## src/rtl/fc_param_loader.sv

```systemverilog
// fc_param_loader: fills the packed FC weight/bias registers from a valid/ready word stream.
// Define FC_PARAM_LOADER_CHECKSUM_EN to require a trailing checksum word and expose chk_err.
module fc_param_loader #(
  parameter int unsigned INPUT_SIZE      = 5,
  parameter int unsigned INPUT_CHANNELS  = 3,
  parameter int unsigned OUTPUT_CHANNELS = 3,
  parameter int unsigned PX_SIZE         = 8,
  localparam int unsigned FLAT = INPUT_SIZE * INPUT_SIZE * INPUT_CHANNELS,
  localparam int unsigned NW   = OUTPUT_CHANNELS * FLAT
) (
  input  logic                               clk,
  input  logic                               rst_n,
  input  logic                               start,
  input  logic                               abort,
  input  logic [PX_SIZE-1:0]                 in_data,
  input  logic                               in_valid,
  output logic                               in_ready,
  output logic [NW*PX_SIZE-1:0]              weights,
  output logic [OUTPUT_CHANNELS*PX_SIZE-1:0] biases,
  output logic                               params_valid,
  output logic                               busy,
  output logic                               done
`ifdef FC_PARAM_LOADER_CHECKSUM_EN
  ,
  output logic                               chk_err
`endif
);

  localparam int unsigned CNT_W = (NW > 1) ? $clog2(NW) : 1;

  typedef enum logic [2:0] {
    StIdle,
    StLoadW,
    StLoadB,
    StDone
`ifdef FC_PARAM_LOADER_CHECKSUM_EN
    ,
    StLoadC
`endif
  } state_e;

  state_e                                    r_state;
  logic [CNT_W-1:0]                          r_cnt;
  logic [NW-1:0][PX_SIZE-1:0]                r_weights;
  logic [OUTPUT_CHANNELS-1:0][PX_SIZE-1:0]   r_biases;
  logic                                      r_in_ready;
  logic                                      r_busy;
  logic                                      r_done;
  logic                                      r_params_valid;
`ifdef FC_PARAM_LOADER_CHECKSUM_EN
  logic [PX_SIZE-1:0]                        r_sum;
  logic                                      r_chk_err;
`endif

  logic w_xfer;
  logic w_last_w;
  logic w_last_b;

  assign w_xfer   = in_valid & r_in_ready;
  assign w_last_w = (r_cnt == CNT_W'(NW - 1));
  assign w_last_b = (r_cnt == CNT_W'(OUTPUT_CHANNELS - 1));

  always_ff @(posedge clk or negedge rst_n) begin
    if (!rst_n) begin
      r_state        <= StIdle;
      r_cnt          <= '0;
      r_weights      <= '0;
      r_biases       <= '0;
      r_in_ready     <= 1'b0;
      r_busy         <= 1'b0;
      r_done         <= 1'b0;
      r_params_valid <= 1'b0;
`ifdef FC_PARAM_LOADER_CHECKSUM_EN
      r_sum          <= '0;
      r_chk_err      <= 1'b0;
`endif
    end else begin
      r_done <= 1'b0;
`ifdef FC_PARAM_LOADER_CHECKSUM_EN
      r_chk_err <= 1'b0;
`endif
      unique case (r_state)
        StIdle: begin
          // abort outranks start even while idle
          if (start && !abort) begin
            r_state        <= StLoadW;
            r_cnt          <= '0;
            r_params_valid <= 1'b0;
            r_in_ready     <= 1'b1;
            r_busy         <= 1'b1;
`ifdef FC_PARAM_LOADER_CHECKSUM_EN
            r_sum          <= '0;
`endif
          end
        end
        StLoadW: begin
          if (abort) begin
            r_state    <= StIdle;
            r_in_ready <= 1'b0;
            r_busy     <= 1'b0;
          end else if (w_xfer) begin
            for (int unsigned i = 0; i < NW; i++) begin
              if (r_cnt == CNT_W'(i)) r_weights[i] <= in_data;
            end
`ifdef FC_PARAM_LOADER_CHECKSUM_EN
            r_sum <= r_sum + in_data;
`endif
            if (w_last_w) begin
              r_state <= StLoadB;
              r_cnt   <= '0;
            end else begin
              r_cnt <= r_cnt + 1'b1;
            end
          end
        end
        StLoadB: begin
          if (abort) begin
            r_state    <= StIdle;
            r_in_ready <= 1'b0;
            r_busy     <= 1'b0;
          end else if (w_xfer) begin
            for (int unsigned i = 0; i < OUTPUT_CHANNELS; i++) begin
              if (r_cnt == CNT_W'(i)) r_biases[i] <= in_data;
            end
`ifdef FC_PARAM_LOADER_CHECKSUM_EN
            r_sum <= r_sum + in_data;
`endif
            if (w_last_b) begin
`ifdef FC_PARAM_LOADER_CHECKSUM_EN
              r_state        <= StLoadC;
`else
              r_state        <= StDone;
              r_in_ready     <= 1'b0;
              r_busy         <= 1'b0;
              r_done         <= 1'b1;
              r_params_valid <= 1'b1;
`endif
            end else begin
              r_cnt <= r_cnt + 1'b1;
            end
          end
        end
`ifdef FC_PARAM_LOADER_CHECKSUM_EN
        StLoadC: begin
          if (abort) begin
            r_state    <= StIdle;
            r_in_ready <= 1'b0;
            r_busy     <= 1'b0;
          end else if (w_xfer) begin
            r_in_ready <= 1'b0;
            r_busy     <= 1'b0;
            if (in_data == r_sum) begin
              r_state        <= StDone;
              r_done         <= 1'b1;
              r_params_valid <= 1'b1;
            end else begin
              r_state   <= StIdle;
              r_chk_err <= 1'b1;
            end
          end
        end
`endif
        StDone: begin
          r_state <= StIdle;
        end
        default: begin
          r_state <= StIdle;
        end
      endcase
    end
  end

  assign in_ready     = r_in_ready;
  assign weights      = r_weights;
  assign biases       = r_biases;
  assign params_valid = r_params_valid;
  assign busy         = r_busy;
  assign done         = r_done;
`ifdef FC_PARAM_LOADER_CHECKSUM_EN
  assign chk_err      = r_chk_err;
`endif

endmodule
```

## config.mk

```make
export PLATFORM = sky130hd
export DESIGN_NAME = fc_param_loader
export DESIGN_NICKNAME = d
export VERILOG_FILES = /design/src/rtl/fc_param_loader.sv
export SDC_FILE = /design/constraint.sdc
export NUM_CORES = 2
export LEC_CHECK = 0
export BUFFER_PORTS_ARGS = -buffer_cell sky130_fd_sc_hd__buf_2
export CORE_AREA = 2 2 713 715
export CTS_BUF_LIST = sky130_fd_sc_hd__clkbuf_16
export CTS_CLUSTER_DIAMETER = 200
export CTS_CLUSTER_SIZE = 8
export DETAILED_ROUTE_END_ITERATION = 12
export DIE_AREA = 0 0 715 717
export PLACE_DENSITY_LB_ADDON = 0.08
export SLEW_MARGIN = 20
export SYNTH_ARGS = -nofsm -noshare
export SYNTH_HDL_FRONTEND = slang
export SYNTH_SLANG_ARGS = --single-unit
```

## constraint.sdc

```tcl
create_clock -name clk -period 2.2 [get_ports clk]
set_input_delay 0 -clock clk [delete_from_list [all_inputs] [get_ports clk]]
set_output_delay 0 -clock clk [all_outputs]
set_load 0.005 [all_outputs]
```

== Word level (Yosys, flattened, before mapping) ==
Index checks and enable logic that the tools add are counted.
Word-level totals
  register bits: 1838
  output and inout port bits: 1828
  word-level logic and storage cells: 743
Operators by class
  add/sub/neg operators: 1
  eq/ne operators: 238
  muxes and demuxes: 31
  bitwise gates (word level): 2
  reduce and logical (&&, ||, !) cells: 238
Operator list (count)
  AND reduction 4 bit: 228
  == test 8 bit, second input constant: 97
  == test 8 x 7 -> 1 bit, second input constant: 64
  == test 8 x 6 -> 1 bit, second input constant: 32
  == test 8 x 5 -> 1 bit, second input constant: 16
  == test 8 x 4 -> 1 bit, second input constant: 8
  2-to-1 mux 8 bit: 7
  == test 8 x 3 -> 1 bit, second input constant: 4
  case mux 8 bit (3 select lines): 1
  2-to-1 mux 3 bit: 7
  == test 8 x 2 -> 1 bit, second input constant: 2
  inequality test 2 bit, second input constant: 8
  AND reduction 5 bit: 3
  2-to-1 mux 1 bit: 13
  inequality test 3 bit, second input constant: 4
  case mux 3 bit (3 select lines): 1
  adder 8 x 1 -> 8 bit, second input constant: 1
  == test 8 x 1 -> 1 bit, second input constant: 1
  logical NOT 8 bit: 1
  AND reduction 7 bit: 1
  == test 3 x 1 -> 1 bit, second input constant: 1
  == test 3 x 2 -> 1 bit, second input constant: 1
  logical NOT 3 bit: 1
  case mux 1 bit (3 select lines): 1
  other kinds (7): 7

== Logic depth before layout (Yosys ltp) ==
  depth in word-level cells: 5
  gate-level depth with buffers: 10
  mapped depth without buffers: 7

== Least setup slack after synthesis ==
No wires, ideal clock.
  path kind: reg2reg
  from: register r_state[1]
  to: register r_weights, in the netlist weights[1136]
  library setup time: 125 ps
  arrival time: 2327 ps
  data required time: 2075 ps
  setup slack: -251 ps
  cell stages (with the launch flop): 11
  buffers on the path: 3
  cell sequence: dfrtp_1 > inv_1 > ha_1 > and4b_1 > clkbuf_2 > nand2_1 > or2_2 > clkbuf_1 > buf_4 > nor2_4 > mux2_2
Between the ends
  longest elaborated chain between the ends: 2
RTL lines
  start, declared: line 42  | state_e r_state;
  start signal, assigned: line 65  | r_state <= StIdle;
  start signal, assigned: line 86  | r_state <= StLoadW;
  start signal, assigned: line 98  | r_state <= StIdle;
  == test 3 x 1 -> 1 bit: line 82  | unique case (r_state)
  AND reduction 4 bit (no line)
  end signal, assigned by index: line 103  | if (r_cnt == CNT_W'(i)) r_weights[i] <= in_data;
  end, declared: line 44  | logic [NW-1:0][PX_SIZE-1:0] r_weights;
Every way passes these cells.
A chain may end at the register's enable or synchronous reset.

== Worst setup path in the final report ==
  from: register r_cnt[7]
  to: register r_biases, in the netlist biases[7]
Between the ends
  longest elaborated chain between the ends: 2
RTL lines
  start, declared: line 43  | logic [CNT_W-1:0] r_cnt;
  start signal, assigned: line 112  | r_cnt <= r_cnt + 1'b1;
  start signal, assigned: line 139  | r_cnt <= r_cnt + 1'b1;
  logical NOT 8 bit: line 123  | if (r_cnt == CNT_W'(i)) r_biases[i] <= in_data;
  AND reduction 4 bit (no line)
  end signal, assigned by index: line 123
  end, declared: line 45  | logic [OUTPUT_CHANNELS-1:0][PX_SIZE-1:0] r_biases;
Every way passes these cells.

==> results.sh <==
export IMPL_status="complete, but fails checks"
export IMPL_violations="negative setup slack"
export IMPL_row_count=261
export IMPL_fmax_ghz=0.4306
export IMPL_final_setup_viol_count=360
export IMPL_antenna_found_initial=28
export IMPL_grt_max_degree=85
export IMPL_leakage_nw=57.41
export IMPL_gp_congestion=0.7534
export IMPL_synth_most_common_cell="dfrtp_1"
export IMPL_synth_ff_type="dfrtp_1"
export IMPL_clockRootBuffer="clkbuf_16"
export IMPL_hold_depth=3
export IMPL_areaGrowthSynthToFinish_pct=53.93
export IMPL_dp_hpwl_mm=324.0
export IMPL_vdd_ir_drop_worst_v=0.0005435
export IMPL_maxCapViolations=0
export IMPL_yosys_warnings=0
export IMPL_tightest_slew_ns=0.9668
export IMPL_crit_type="flop to flop"
export IMPL_crit_chain="or4_4 > or4b_4 > nor2_8 > mux2_4"
export IMPL_yosysSeqAreaShare=0.6577
export IMPL_hold_end="weights[654]"
export IMPL_yosys_register_bits=1837
export IMPL_critPathArrivalTime_ns=3.06
export IMPL_io_buffers=1840
export IMPL_final_nets=6883
export IMPL_synth_nets=4347
export IMPL_synthCells=4326
export IMPL_cpPeakStageDelay_ns=0.61
export IMPL_gr_usage_all_layers=0.1617
export IMPL_setup_slack_ns=-0.1223
export IMPL_vias_per_cell=3.540
export IMPL_final_hold_violation_count=0
export IMPL_cpMaxStageDelayCell="or4b_4"
export IMPL_drt_iter0_drc=1944
export IMPL_worstHoldPathType="primary input to flop"
export IMPL_dp_cells=13231
export IMPL_die_w_um=715
export IMPL_finalSetupTns_ns=-13.15
export IMPL_totalWireLength_mm=432.9
export IMPL_clock_latency_ns=0.91
export IMPL_fin_crit_sh=1.056
export IMPL_ant_nets=0
export IMPL_async_flop_share=1.000
export IMPL_drc_errors=0
export IMPL_cts_sinks=1837
export IMPL_cp_max_fo=8
export IMPL_layout_min_cycle_time_ns=2.322
export IMPL_drive_gt1_frac=0.7147
export IMPL_start_kind="flop"
export IMPL_synth_area_top_cells="dfrtp_1 66%, mux2_2 29%, clkbuf_1 1.2%"
export IMPL_die_area_um2=512700
export IMPL_clk_pin_slew_worst_paths_ns=0.06
export IMPL_htreeDepth=5
export IMPL_yosys_area_top_type="dfrtp_1"
export IMPL_reg2reg_to="biases[7]"
export IMPL_rrSetupSlack_ns=-0.12
export IMPL_power_mw=79.66
export IMPL_initial_core_util=0.1385
export IMPL_rsz0062_at_grt="true"
export IMPL_finalNonFillerCells=13618
export IMPL_place_ws_ns=-0.5271
export IMPL_ios=1841
export IMPL_slew_violations=0
export IMPL_grt_pass1_wl_mm=552.3
export IMPL_skew_ns=0.08588
export IMPL_grt_pass1_vias=51336
export IMPL_slew_headroom=0.3554
export IMPL_endpoint_kind="flop"
export IMPL_gr_total_overflow=0
export IMPL_p_per_area_nw_per_um2=740.4
export IMPL_vias=48211
export IMPL_netlist_area_um2=69900
export IMPL_cts_tree="built"
export IMPL_fp_dieH_um=717
export IMPL_wl_per_cell_um=31.79
export IMPL_cts_buffer_depth=4
export IMPL_synth_edf_count=0
export IMPL_numCtsBuffers=270
export IMPL_coreArea_um2=504500
export IMPL_hold_start="in_data[6]"
export IMPL_synth_avg_cell_area_um2=16.16
export IMPL_dr_pass1_iters=4
export IMPL_worstPathRequired_ns=2.93
export IMPL_synthDistinctLibCells=47
export IMPL_worstRegToRegCells=4
export IMPL_timing_rr_start="r_cnt[7]"
export IMPL_synth_common_cells="1837 x dfrtp_1, 1825 x mux2_2, 222 x clkbuf_1"
export IMPL_synth_top_cell_area_share=0.6577
## final cells by class
class / count / area, um2
fillers: 54059 / 397000
flip-flops and latches: 1837 / 45970
multi-input cells: 2233 / 26850
repair buffers: 2513 / 18910
well taps: 6706 / 8391
clock buffers: 279 / 6982
clock inverters: 26 / 410.4
diodes: 17 / 42.54
inverters: 7 / 35.03
## sequential cells by signal (all words and copies together) (netlist names)
signal	flops
biases	24
busy	1
weights	1800
r_cnt	8
params_valid	1
done	1
r_state	2
## power by group
part,switching (mW),total (mW),internal [mW]
Clock,17.0,39.5,22.5
Combinational,3.78,5.85,2.07
Sequential,0.214,34.4,34.1
## cell usage in the layout, fill, tap and decap left out, drive strengths merged, types with 14 or more instances in the layout
| cell type | n |
|---|---|
| nand3 | 26 |
| clkbuf | 284 |
| nor2 | 120 |
| nand2 | 165 |
| buf | 2495 |
| diode | 17 |
| nor3 | 25 |
| clkinv | 18 |
| dfrtp | 1837 |
| inv | 14 |
| mux2 | 1825 |
## stage by stage
step	utilization	hold WS [ns]	area, um2
2_1_floorplan	-	-0.2956	70120
3_3_place_gp	0.1885	-0.05387	95120
3_5_place_dp	0.1885	-0.02843	95120
4_1_cts	0.2066	0.1387	104200
5_1_grt	0.2132	0.1622	107600
6_report	0.2132	0.2230	107600
## how the worst max path moves through the flow
stage,startpoint,end,slack (ns),cells after the start
CTS,r_cnt[7],biases[11],-0.17,4
floorplan,r_state[1],weights[1680],-0.07,8
detailed placement,r_cnt[3],weights[547],-0.53,9
global route,r_state[1],weights[553],-0.17,10
global placement,r_cnt[3],weights[550],-0.56,9
finish,r_cnt[7],biases[7],-0.12,4
## worst max-delay path: cells and delay by family, from the launching register on
kind             cells  cell delay, ns
flip-flops           1            0.40
multiplexers         1            0.32
AND/OR/NAND/NOR      3            1.45
## per-layer routing
| layer | GRT usage | share of wire | routed length, um |
|---|---|---|---|
| met5 | 0 | 0 | 0 |
| met3 | 0.04760 | 0.067 | 28980 |
| met1 | 0.1743 | 0.37 | 159500 |
| met4 | 0.04343 | 0.030 | 13020 |
| met2 | 0.3049 | 0.53 | 231400 |
## logic make-up (layout without fill, tap and decap cells)
kind of cell | after synthesis | in the layout | share of synthesized area
adder cells (fa/ha/maj) | 8 | 8 | 0.001432
buffers and inverters | 256 | 2825 | 0.01436
AND/OR/NAND/NOR | 370 | 370 | 0.02936
AO/OA/AOI/OAI | 28 | 28 | 0.002864
flip-flops | 1837 | 1837 | 0.6577
multiplexers | 1827 | 1827 | 0.2943
other | 0 | 17 | 0
## timing repair
item / in CTS / in global routing
gates cloned: 11 / 5
gates resized for setup: 278 / 807
hold endpoints to repair: 2746 / 0
setup buffers: 18 / 56
hold buffers: 14 / 0
pin swaps: 27 / 83
endpoints found under the setup margin: 1647 / 1721
Note: power is estimated with default switching activity, not from simulation.
